[config.mk]
export PLATFORM = sky130hd
export DESIGN_NAME = prog_boot_ctrl
export DESIGN_NICKNAME = d
export VERILOG_FILES = /design/src/rtl/prog_boot_ctrl.sv
export SDC_FILE = /design/constraint.sdc
export NUM_CORES = 1
export LEC_CHECK = 0
export BUFFER_PORTS_ARGS = -buffer_cell sky130_fd_sc_hd__buf_2
export CAP_MARGIN = 20
export CORE_ASPECT_RATIO = 1.5
export CORE_UTILIZATION = 58
export CTS_BUF_LIST = sky130_fd_sc_hd__clkbuf_8
export DETAILED_ROUTE_END_ITERATION = 16
export PLACE_DENSITY_LB_ADDON = 0.2
export SYNTH_ARGS = -nofsm -noshare
export SYNTH_HDL_FRONTEND = slang
export SYNTH_SLANG_ARGS = --single-unit
[constraint.sdc]
create_clock -name clock -period 8.4 [get_ports clock]
set_clock_uncertainty 0.2 [all_clocks]
set_input_delay 1.26 -clock clock [delete_from_list [all_inputs] [get_ports clock]]
set_output_delay 1.26 -clock clock [all_outputs]
set_load 0.05 [all_outputs]
[src/rtl/prog_boot_ctrl.sv]
// Boot/program loader: packs UART bytes into LE words, writes them to imem, then releases the core.
// Registered outputs except RUN-state fetch passthrough (0 cycles); WRITE holds until mem_gnt_i, bytes arriving in WRITE are dropped.
module prog_boot_ctrl #(
   parameter int          ADDR_W   = 13,
   parameter logic [31:0] END_WORD = 32'h0000_0FFF
) (
   input  logic              clock,
   input  logic              reset,
   input  logic              prog_i,
   input  logic              rx_valid_i,
   input  logic [7:0]        rx_data_i,
   input  logic              core_req_i,
   input  logic [ADDR_W-1:0] core_addr_i,
   output logic              core_gnt_o,
   output logic              mem_req_o,
   output logic              mem_we_o,
   output logic [ADDR_W-1:0] mem_addr_o,
   output logic [31:0]       mem_wdata_o,
   input  logic              mem_gnt_i,
   output logic              core_reset_o,
   output logic              boot_o,
   output logic              err_o
);

   typedef enum logic [2:0] {S_IDLE, S_LOAD, S_WRITE, S_DONE, S_RUN} state_t;

   state_t            r_state, w_state;
   logic [1:0]        r_sync;
   logic              r_prog_d;
   logic [1:0]        r_settle, w_settle;
   logic [31:0]       r_word, w_word;
   logic [1:0]        r_byte_idx, w_byte_idx;
   logic [ADDR_W-1:0] r_word_cnt, w_word_cnt;
   logic              r_err, w_err;
   logic              r_core_reset, w_core_reset;
   logic              r_boot, w_boot;
   logic              r_mem_req, w_mem_req;
   logic              r_mem_we, w_mem_we;
   logic [ADDR_W-1:0] r_mem_addr, w_mem_addr;
   logic [31:0]       r_mem_wdata, w_mem_wdata;
   logic [31:0]       w_asm;
   logic              w_prog_rise;
   logic              w_run;

   assign w_prog_rise = r_sync[1] & ~r_prog_d;
   assign w_run       = (r_state == S_RUN);

   always_ff @(posedge clock or posedge reset) begin
      if (reset) begin
         r_state      <= S_IDLE;
         r_sync       <= 2'b00;
         r_prog_d     <= 1'b0;
         r_settle     <= 2'd0;
         r_word       <= 32'd0;
         r_byte_idx   <= 2'd0;
         r_word_cnt   <= '0;
         r_err        <= 1'b0;
         r_core_reset <= 1'b1;
         r_boot       <= 1'b0;
         r_mem_req    <= 1'b0;
         r_mem_we     <= 1'b0;
         r_mem_addr   <= '0;
         r_mem_wdata  <= 32'd0;
      end else begin
         r_state      <= w_state;
         r_sync       <= {r_sync[0], prog_i};
         r_prog_d     <= r_sync[1];
         r_settle     <= w_settle;
         r_word       <= w_word;
         r_byte_idx   <= w_byte_idx;
         r_word_cnt   <= w_word_cnt;
         r_err        <= w_err;
         r_core_reset <= w_core_reset;
         r_boot       <= w_boot;
         r_mem_req    <= w_mem_req;
         r_mem_we     <= w_mem_we;
         r_mem_addr   <= w_mem_addr;
         r_mem_wdata  <= w_mem_wdata;
      end
   end

   always_comb begin
      w_state      = r_state;
      w_settle     = r_settle;
      w_word       = r_word;
      w_byte_idx   = r_byte_idx;
      w_word_cnt   = r_word_cnt;
      w_err        = r_err;
      w_core_reset = r_core_reset;
      w_boot       = r_boot;
      w_mem_req    = r_mem_req;
      w_mem_we     = r_mem_we;
      w_mem_addr   = r_mem_addr;
      w_mem_wdata  = r_mem_wdata;
      // Word as it will look once the incoming byte lands; the 4th byte is judged on this, not on r_word.
      w_asm = r_word;
      w_asm[{r_byte_idx, 3'b000} +: 8] = rx_data_i;

      case (r_state)
         S_IDLE: begin
            if (r_settle == 2'd3) begin
               if (r_sync[1]) begin
                  w_state = S_LOAD;
               end else begin
                  w_state      = S_RUN;
                  w_core_reset = 1'b0;
                  w_boot       = 1'b1;
               end
            end else begin
               w_settle = r_settle + 2'd1;
            end
         end
         S_LOAD: begin
            if (rx_valid_i) begin
               w_word     = w_asm;
               w_byte_idx = r_byte_idx + 2'd1;
               if (r_byte_idx == 2'd3) begin
                  if (w_asm == END_WORD) begin
                     w_state = S_DONE;
                     w_boot  = 1'b1;
                  end else begin
                     w_state     = S_WRITE;
                     w_mem_req   = 1'b1;
                     w_mem_we    = 1'b1;
                     w_mem_addr  = r_word_cnt;
                     w_mem_wdata = w_asm;
                  end
               end
            end
         end
         S_WRITE: begin
            if (rx_valid_i) begin
               w_err = 1'b1;
            end
            if (mem_gnt_i) begin
               w_mem_req = 1'b0;
               w_mem_we  = 1'b0;
               // Last address written: stop loading rather than wrap onto word 0.
               if (r_word_cnt == {ADDR_W{1'b1}}) begin
                  w_err   = 1'b1;
                  w_state = S_DONE;
                  w_boot  = 1'b1;
               end else begin
                  w_word_cnt = r_word_cnt + 1'b1;
                  w_state    = S_LOAD;
               end
            end
         end
         S_DONE: begin
            w_state      = S_RUN;
            w_core_reset = 1'b0;
         end
         S_RUN: begin
            if (w_prog_rise) begin
               w_state      = S_LOAD;
               w_core_reset = 1'b1;
               w_boot       = 1'b0;
               w_word_cnt   = '0;
               w_byte_idx   = 2'd0;
            end
         end
         default: begin
            w_state = S_IDLE;
         end
      endcase
   end

   assign mem_req_o    = w_run ? core_req_i  : r_mem_req;
   assign mem_we_o     = w_run ? 1'b0        : r_mem_we;
   assign mem_addr_o   = w_run ? core_addr_i : r_mem_addr;
   assign mem_wdata_o  = r_mem_wdata;
   assign core_gnt_o   = w_run & mem_gnt_i;
   assign core_reset_o = r_core_reset;
   assign boot_o       = r_boot;
   assign err_o        = r_err;

endmodule

==> metrics.yaml <==
synthesis:
  synthFlopType: "dfrtp_1"
  synth_area_leaders: "dfrtp_1, nand2_1, o21ai_0"
  ys_seq_area_share_pct: 50.4
  synth_cells: 529
  yosys-top-cells-count: "nand2_1, dfrtp_1, o21ai_0"
  syn-mean-instance-area_sq_um: 9.77
  ys_ff_latch: 104
  ys_warn_count: 0
  synth_top_cell_by_area: "dfrtp_1"
  ys_types: 60
  netlist_area_sq_um: 5170
  synth_most_common_cell: "nand2_1"
  yosysTopAreaCellShare_pct: 49.9
  synth_nets: 564
  synth-edff-count: 0
  ys_async_sr_fraction_pct: 100
worst_setup_path:
  crit_start: "r_byte_idx[0]"
  cp.arrival_ns: 4.11
  worst_setup_path_start_kind: "flop"
  end_kind: "flop"
  reg2reg_from: "r_byte_idx[0]"
  crit_fanout: 37
  cp.required_ns: 8.46
  worstSetupPathType: "reg -> reg"
floorplan:
  die-height_microns: 118
  pin_count: 78
  die_w_microns: 79.1
  coreArea_sq_um: 8520
  start_util_pct: 60.7
  die_area_sq_um: 9300
  num_rows: 41
sta:
  post-route-period-util_pct: 48.1
  slew_headroom_pct: 36.4
  worst_slack_ns: 4.36
  finalHoldViolCount: 0
  setup_tns_ns: 0
  grt_setup_unrepaired: "no"
  finalSetupViolations: 0
  post-route-min-period_ns: 4.04
  max_freq_ghz: 0.247
  tightest_slew_ns: 0.952
  finalMaxSlewViolations: 0
cts:
  cts-resized-gates: 0
  hold_buffers: 0
  clk_latency_ns: 0.38
  post_cts_buffers: 0
  clock_sink_count: 104
  h-tree-depth: 3
  numCtsBuffers: 9
  cts_root_buffer: "clkbuf_8"
  cts_tree: "done"
  clk_pin_slew_ns: 0.09
  cts_buffer_depth: 2
detailed_routing:
  antenna_left: 0
  via_per_inst: 5.88
  num_vias: 4163
  wl_microns: 11500
  drt-initial-drc-count: 321
  dr.pass1.iters: 5
  drc_errors: 0
  wl_per_cell_microns: 16.2
grt:
  grt_pass1_vias: 3972
  overflow: 0
  antenna_found_initial: 0
  grt_start_max_net_pins: 83
  grt_pass1_wl_microns: 19000
  grt_usage_pct: 26.8
flow_run:
  maxCapViolations: 0
power_and_ir_drop:
  power_density_nw_per_um2: 374
  vdd_drop_max_mv: 0.277
  p_leak_nw: 2.76
min_path:
  hp-class: "reg -> reg"
  worstHoldStart: "r_sync[0]"
layout:
  drive_gt1_share_pct: 21.3
  area_growth_pct: 13.0
  antenna_cells: 0
  nNetsFinal: 631
placement:
  place_hpwl_microns: 8140
  gp_congestion: 0.865
  place_ws_ns: 4.31
  portBuffers: 77
status:
  status: "completed"
## cells in the final DEF (no fill, tap or decap), types with 11 or more instances in the layout
cell type / count
nand2_1: 106
dfrtp_1: 103
buf_2: 77
o21ai_0: 54
inv_1: 25
nor2_1: 23
a22oi_1: 19
mux2i_1: 16
a21oi_1: 14
nand3_1: 13
o21a_1: 12
mux2_4: 11
## cell families (layout without fill, tap and decap cells)
| family | after synthesis | count (layout) | synth area share (%) |
|---|---|---|---|
| flops | 104 | 104 | 50.4 |
| xor+xnor | 1 | 1 | 0.170 |
| buf+inv | 53 | 125 | 4.84 |
| fa+ha+maj | 8 | 8 | 1.94 |
| compound gates | 136 | 136 | 16.9 |
| mux | 34 | 34 | 7.82 |
| simple gates | 193 | 193 | 17.9 |
## critical path, cell delays in order (launching register included)
cell      delay (ns)
dfrtp_1         0.67
inv_1           0.18
ha_1            0.54
and4b_1         0.44
o21ai_0         0.14
nand2_1         0.08
and4bb_2        0.27
a31oi_4         0.45
buf_4           0.55
mux2_2          0.40
## where the power goes
group          total (mW)  internal (mW)  switching, mW
combinational        1.05          0.322          0.732
clock               0.343          0.174          0.168
sequential          0.787          0.659          0.128
## stage by stage
stage / utilization [%] / hold slack (ns) / area, sq um / total power [mW] / cells
finish: 68.5 / 0.158 / 5840 / 2.18 / 708
global route: 68.5 / 0.163 / 5840 / 2.33 / 708
CTS: 68.2 / 0.165 / 5810 / 2.20 / 707
detailed placement: 65.6 / 0.145 / 5590 / 1.85 / 691
global placement: 65.6 / 0.135 / 5590 / 1.82 / 691
floorplan: - / 0.131 / 5170 / 1.61 / 529
## flip-flops by register name, summed over array words and instances (netlist names)
name and flops:
mem_wdata_o 32, r_mem_we 1, r_sync 2, boot_o 1, r_byte_idx 2, r_state 3, r_settle 2, core_reset_o 1
r_word 32, r_word_cnt 13, r_mem_addr 13, err_o 1, r_prog_d 1
## final timing paths
path,end,cells after the start,slack (ns)
worst min-delay path,r_sync[1],0,0.16
worst max register to register,r_mem_addr[11],9,4.36
worst min register to register,r_sync[1],0,0.16
worst max-delay path,r_mem_addr[11],9,4.36
max in group asynchronous,r_word[2],4,6.48
min in group asynchronous,mem_wdata_o[12],2,0.63
## routing by layer
layer | vias to the layer above | wire length [microns] | GRT usage, %
li1 | 1985 | - | -
met1 | 1999 | 4560 | 31.1
met2 | 145 | 5890 | 45.2
met3 | 34 | 564 | 5.04
met4 | 0 | 443 | 15.5
met5 | - | 0 | 0
## cell type report
type	count	area, sq um
timing repair buffer	83	450
clock buffer	10	138
sequential	104	2600
multi-input combinational	372	2330
clock inverter	6	82.6
tap	107	134
fill	695	2680
inverter	26	100
Note: power is estimated with default switching activity, not from simulation.
